--- config.mk ---
export PLATFORM = sky130hd
export DESIGN_NAME = fetch_unit
export DESIGN_NICKNAME = d
export VERILOG_FILES = /design/src/rtl/fetch_unit_pkg.sv /design/src/rtl/fetch_watchdog.sv /design/src/rtl/fetch_unit.sv
export SDC_FILE = /design/constraint.sdc
export NUM_CORES = 1
export LEC_CHECK = 0
export ABC_AREA = 0
export ABC_CLOCK_PERIOD_IN_PS = 1300
export BUFFER_PORTS_ARGS = -buffer_cell sky130_fd_sc_hd__buf_2
export CAP_MARGIN = 20
export CORE_ASPECT_RATIO = 1.1
export CORE_MARGIN = 2
export CORE_UTILIZATION = 39
export DETAILED_ROUTE_END_ITERATION = 16
export HOLD_SLACK_MARGIN = 0.1
export PLACE_DENSITY = 0.82
export SETUP_SLACK_MARGIN = 0.05
export SLEW_MARGIN = 10
export SYNTH_ARGS = -nofsm -noshare
export SYNTH_HDL_FRONTEND = slang
export SYNTH_SLANG_ARGS = --single-unit
--- constraint.sdc ---
create_clock -name clk -period 1.3 [get_ports clk]
set_input_delay 0.195 -clock clk [delete_from_list [all_inputs] [get_ports clk]]
set_output_delay 0.195 -clock clk [all_outputs]
set_load 0.1 [all_outputs]
--- src/rtl/fetch_unit_pkg.sv ---
// Shared types and constants for the instruction fetch unit.
// Holds the fetch FSM encoding, the NOP encoding and the bus address alignment helper.
package fetch_unit_pkg;

  typedef enum logic [1:0] {
    FETCH_IDLE = 2'd0,
    FETCH_ADDR = 2'd1,
    FETCH_DATA = 2'd2,
    FETCH_RESP = 2'd3
  } fetch_state_e;

  localparam logic [31:0] INST_NOP = 32'h0000_0013;

  // Instruction reads are always word aligned; misaligned low bits are dropped silently.
  function automatic logic [31:0] word_align(input logic [31:0] addr);
    return addr & 32'hFFFF_FFFC;
  endfunction

endpackage

--- src/rtl/fetch_watchdog.sv ---
// Cycle counter for an outstanding fetch; flags the cycle in which the count reaches TIMEOUT_CYCLES-1.
// Only instantiated when FETCH_TIMEOUT_EN is defined.
module fetch_watchdog #(
  parameter int TIMEOUT_CYCLES = 256
) (
  input  logic clk,
  input  logic rst,
  input  logic clear,
  input  logic run,
  output logic expire
);

  localparam int CNT_W = (TIMEOUT_CYCLES > 2) ? $clog2(TIMEOUT_CYCLES) : 1;

  logic [CNT_W-1:0] count_q;
  logic [CNT_W-1:0] count_next;

  assign count_next = count_q + CNT_W'(1);

  // Expire is looked ahead by one so the abort lands exactly TIMEOUT_CYCLES cycles after acceptance.
  assign expire = run && (count_next == CNT_W'(TIMEOUT_CYCLES - 1));

  always_ff @(posedge clk) begin
    if (!rst) begin
      count_q <= '0;
    end else if (clear) begin
      count_q <= '0;
    end else if (run) begin
      count_q <= count_next;
    end
  end

endmodule

--- src/rtl/fetch_unit.sv ---
// Instruction fetch responder: turns an inst_fetch pulse into one address/data read on the
// instruction bus and answers with a one-cycle inst_valid. Optional watchdog: FETCH_TIMEOUT_EN.
module fetch_unit
  import fetch_unit_pkg::*;
#(
  parameter int TIMEOUT_CYCLES = 256
) (
  input  logic        clk,
  input  logic        rst,
  input  logic        inst_fetch,
  input  logic [31:0] pc,
  output logic [31:0] inst,
  output logic        inst_valid,
  output logic        busy,
  output logic        fetch_error,
  output logic [31:0] ir_addr,
  output logic        ir_addr_valid,
  input  logic        ir_addr_ready,
  input  logic [31:0] ir_data,
  input  logic        ir_data_valid,
  output logic        ir_data_ready
);

  fetch_state_e state;
  fetch_state_e state_next;

  logic accept;
  logic waiting;
  logic data_hs;
  logic expire;

  // All handshake outputs decode straight from the state register, so no bus input reaches an output.
  assign ir_addr_valid = (state == FETCH_ADDR);
  assign ir_data_ready = (state == FETCH_DATA);
  assign inst_valid    = (state == FETCH_RESP);
  assign busy          = (state != FETCH_IDLE);

  assign accept  = (state == FETCH_IDLE) && inst_fetch;
  assign waiting = ir_addr_valid || ir_data_ready;
  assign data_hs = ir_data_ready && ir_data_valid;

`ifdef FETCH_TIMEOUT_EN
  logic err_q;

  fetch_watchdog #(
    .TIMEOUT_CYCLES(TIMEOUT_CYCLES)
  ) u_watchdog (
    .clk   (clk),
    .rst   (rst),
    .clear (accept),
    .run   (waiting),
    .expire(expire)
  );

  // A data handshake in the limit cycle completes normally; only a true abort raises the error.
  always_ff @(posedge clk) begin
    if (!rst) begin
      err_q <= 1'b0;
    end else begin
      err_q <= waiting && expire && !data_hs;
    end
  end

  assign fetch_error = err_q;
`else
  logic unused_timeout;

  assign expire         = 1'b0;
  assign fetch_error    = 1'b0;
  assign unused_timeout = (TIMEOUT_CYCLES != 0);
`endif

  always_ff @(posedge clk) begin
    if (!rst) begin
      state <= FETCH_IDLE;
    end else begin
      // NOTE: state elements use non-blocking assignment so every register samples pre-edge values.
      state <= state_next;
    end
  end

  always_comb begin
    // NOTE: default first, so paths that do not assign keep the current state and no latch is inferred.
    state_next = state;
    unique case (state)
      FETCH_IDLE: if (inst_fetch) state_next = FETCH_ADDR;
      FETCH_ADDR: begin
        if (expire) begin
          state_next = FETCH_RESP;
        end else if (ir_addr_ready) begin
          state_next = FETCH_DATA;
        end
      end
      FETCH_DATA: if (ir_data_valid || expire) state_next = FETCH_RESP;
      FETCH_RESP: state_next = FETCH_IDLE;
      default:    state_next = FETCH_IDLE;
    endcase
  end

  always_ff @(posedge clk) begin
    if (!rst) begin
      // NOTE: the instruction holding register is reset too, so a core coming out of reset reads a NOP, not stale data.
      inst    <= INST_NOP;
      ir_addr <= '0;
    end else begin
      if (accept) begin
        ir_addr <= word_align(pc);
      end
      if (data_hs) begin
        inst <= ir_data;
      end else if (waiting && expire) begin
        inst <= INST_NOP;
      end
    end
  end

endmodule

# [Yosys cells after proc, flatten, opt, wreduce, memory -nomap -nowiden]
# Index checks and enable logic that the tools add are counted.
[word_totals] ff_bits=64 inputBits=69 out_inout_bits=69 wordCells=18
[op_classes] n_eq_ne=6 muxes=4 reduce_logical=5
[ops] op="one-hot mux 2 bit (4 select lines)" n=1
[ops] op="2-to-1 mux 2 bit" n=3
[ops] op="== test 2 bit (second input constant)" n=2
[ops] op="!= test 2 bit (second input constant)" n=2
[ops] op="AND reduction 3 bit" n=1
[ops] op="== test 2 x 1 -> 1 bit (second input constant)" n=1
[ops] op="logical AND 1 bit" n=2
[ops] op="logical NOT 2 bit" n=1
[ops] op="!= test 2 x 1 -> 1 bit (second input constant)" n=1
[ops] op="nonzero test 2 bit" n=1

# [Depth between registers and ports, before layout]
[logic_depth] depth_word=3 depth_mapped=7 ltp_nobuf=5

# [Least setup slack after synthesis]
# No wires, ideal clock.
[synth_path] kind="reg-to-reg" from="register state[0]" to="register inst[10]" setup_time_ns=0.076 arrival_ns=1.978 t_required_ns=1.224 path_slack_ns=-0.753 stages_incl_launch_ff=8 n_path_buf=2 period_less_slack_ns=2.053 path_cell_list="dfxtp_1 -> inv_1 -> ha_1 -> and2_2 -> buf_2 -> buf_2 -> nand2_1 -> a21boi_0"
[synth_between] elab_chain_len=2
[synth_rtl] item="start, declared" line_no="fetch_unit.sv:24" text="fetch_state_e state;"
[synth_rtl] item="start signal, assigned" line_no="fetch_unit.sv:78" text="state <= state_next;"
[synth_rtl] item="== test 2 bit" line_no="fetch_unit.sv:34" text="assign ir_data_ready = (state == FETCH_DATA);"
[synth_rtl] item="via ir_data_ready" line_no="fetch_unit.sv:21" text="output logic ir_data_ready"
[synth_rtl] item="logical AND 1 bit" line_no="fetch_unit.sv:40" text="assign data_hs = ir_data_ready && ir_data_valid;"
[synth_rtl] item="end signal, assigned" line_no="fetch_unit.sv:110" text="inst <= ir_data;"
[synth_rtl] item="end, declared" line_no="fetch_unit.sv:12" text="output logic [31:0] inst,"
# The timed path passes the listed nets, and every way through them passes these cells.
# A chain may end at the register's enable or synchronous reset.

# [Final worst setup path]
[layout_path] from="register state[1]" to="output port ir_data_ready"
[layout_between] elab_chain_len=1
[layout_rtl] item="== test 2 bit" line_no="fetch_unit.sv:34"
[layout_rtl] item="end, declared" line_no="fetch_unit.sv:21"
# Every way passes these cells.

==> run_results.csv <==
group,metric,value,unit
logic_synthesis,synth_top_area_frac,0.522,
critical_path,r2r_slack,-120,ps
critical_path,cp.arrival,1240,ps
critical_path,path_buf_inv,3,
layout,final_layout_size_suffix_gt1_frac,0.486,
floorplan,initial_utilization,0.401,
logic_synthesis,postSynthCellCount,295,
layout,diodes,0,
routing,antenna_left,0,
critical_path,end_kind,"output pin",
routing,first_pass_iters,4,
logic_synthesis,seq_area_frac_synth,0.522,
critical_path,cp_top_family,"buffers and inverters",
clock_network,worstSkewPairLatency,330,ps
critical_path,cp_cell_sequence,"buf_6 > ha_4 > buf_6 > buf_12",
grt,antenna_found_initial,0,
critical_path,r2r-start,"state[1]",
logic_synthesis,postSynthRegisterBits,64,
timing,drv_slew,0,
routing,drcViolationCount,0,
logic_synthesis,ys_types,17,
critical_path,startpoint,"state[1]",
clock_network,cts_tree,"built",
routing,routed_wirelength,9410,um
placement,dp_slack,-111,ps
power_and_ir_drop,powerDensity,2050,nW/um2
timing,setup_viol,52,
min_path,worstHoldStart,"pc[20]",
critical_path,cpMostUsedCell,"buf_6",
critical_path,cpMaxStageDelayCell,"dfxtp_4",
floorplan,floorplan.rows,30,
run_status,violations,"setup timing",
floorplan,die_w,79.7,um
run_status,outcome,"finished, violations left",
clock_network,clock-sinks,64,
timing,period_share,1.10,
floorplan,die_area,6950,um2
placement,place_hpwl,4280,um
floorplan,core_area,6120,um2
grt,grt_pass1_wl,13100,um
power_and_ir_drop,ir_worst_vdd,1.30,mV
timing,setup_tns,-3020,ps
placement,io_buffer_count,132,
layout,layout_common_cells,"nand2_1, buf_2, buf_4",
layout,layout_commonest_cell,"nand2_1",
placement,gp_congestion,0.748,
grt,grt_max_degree,45,
routing,detail_route.wl_per_cell,16.2,um
logic_synthesis,synthesis.area,2460,um2
timing,fin_crit,1430,ps
layout,final_cells,582,
layout,nNetsFinal,572,
timing,fin_ws,-130,ps
job,maxCapViolCount,0,
logic_synthesis,syn_area_per_cell,8.33,um2
layout,final_core_utilization,0.783,
min_path,hold_path.class,"in2reg",
routing,drtIter0Drc,151,
critical_path,critPathMaxFanout,3,
logic_synthesis,synth_warnings,0,
grt,grt_usage,0.251,
clock_network,max-clock-path-buffers,2,
critical_path,crit_cells,4,
critical_path,crit_path_end,"ir_data_ready",
clock_network,root_buffer,"clkbuf_8",
timing,clock_skew,7.92,ps
placement,place_inst,497,
grt,grt_pass1_vias,2856,
critical_path,reg2regPathDepth,8,
critical_path,cp_data_required_time,1110,ps
critical_path,r2r_end,"inst[18]",
routing,via_count,2831,
logic_synthesis,yosys-top-cells-area,"dfxtp_1, nand2_1, a21boi_0",
clock_network,clk_pin_slew,60,ps
critical_path,critPathLaunchType,"register",
clock_network,cts_max_level,3,
timing,hold_violations,0,
critical_path,crit_type,"reg2out",
power_and_ir_drop,leakagePower,2.10,nW
floorplan,io_pins,138,
clock_network,cts_buffers,9,
routing,vias_per_cell,4.86,
timing,rsz0062_at_grt,"true",
layout,syn_to_final_growth,95.0,%
critical_path,max_stage_delay,360,ps
grt,grt.overflow.total,0,
logic_synthesis,yosysTopAreaCell,"dfxtp_1",
timing,max_freq,0.699,GHz
floorplan,die_y,87.2,um
[cells by family after synthesis]
logic type,count (synthesis),share of synthesized area
AOI/OAI and AO/OA,61,0.186
adders and majority gates,4,0.0204
buffers and inverters,29,0.0530
DFF,64,0.522
muxes,2,0.00815
other,1,0.00153
and+or+nand+nor,134,0.209
[cell type report]
class | instances | area, um2
tap | 80 | 100
fill | 377 | 1330
multi-input combinational | 207 | 1390
timing repair buffer | 211 | 1810
clock buffer | 14 | 173
sequential | 64 | 1290
inverter | 6 | 31.3
[per-stage QoR]
step,power (mW),instance area [um2],hold WS [ps]
after global routing,10.2,4790,104
final,9.80,4790,106
after global placement,6.73,3330,405
after floorplan,5.88,2530,319
after CTS,9.42,4520,101
after detailed placement,6.80,3330,412
[power breakdown]
group | total [mW] | internal [mW] | switching, mW
sequential | 2.52 | 2.29 | 0.231
clock | 1.51 | 0.830 | 0.682
combinational | 5.77 | 1.96 | 3.81
total | 9.80 | 5.08 | 4.72
[tightest hold or removal path: stages]
cell and delay, ps:
buf_2 100, nand2_2 40, a21boi_1 50
[worst min path at each step]
stage | end | depth (start not counted)
after global placement | inst[4] | 3
after floorplan | inst[0] | 2
after CTS | ir_addr[6] | 3
after global routing | inst[16] | 3
after detailed placement | inst[1] | 3
final | ir_addr[20] | 3
[what timing repair did]
action | CTS | global route
hold buffers | 50 | 0
buffers inserted | 7 | 5
endpoints found under the setup margin | 109 | 69
hold endpoints to repair | 50 | 0
cloned | 8 | 2
pin swaps | 53 | 32
resized for setup | 130 | 75
[Yosys cell counts (all sizes together)]
master,n
nand2,129
dfxtp,64
a21boi,59
buf,13
clkbuf,10
inv,6
ha,4
nand3,3
and2,2
mux2i,2
a222oi,1
conb,1
o21ai,1
[metal layers]
metal,share of wire,vias up,GRT usage
met4,0.024,0,0.116
met3,0.059,23,0.0633
met2,0.55,126,0.497
li1,-,1345,-
met1,0.37,1337,0.237
met5,0,-,0
[state kept, by name, indices dropped and copies added, names as in the netlist]
signal   cells
ir_addr     30
state        2
inst        32
Note: power is estimated with default switching activity, not from simulation.
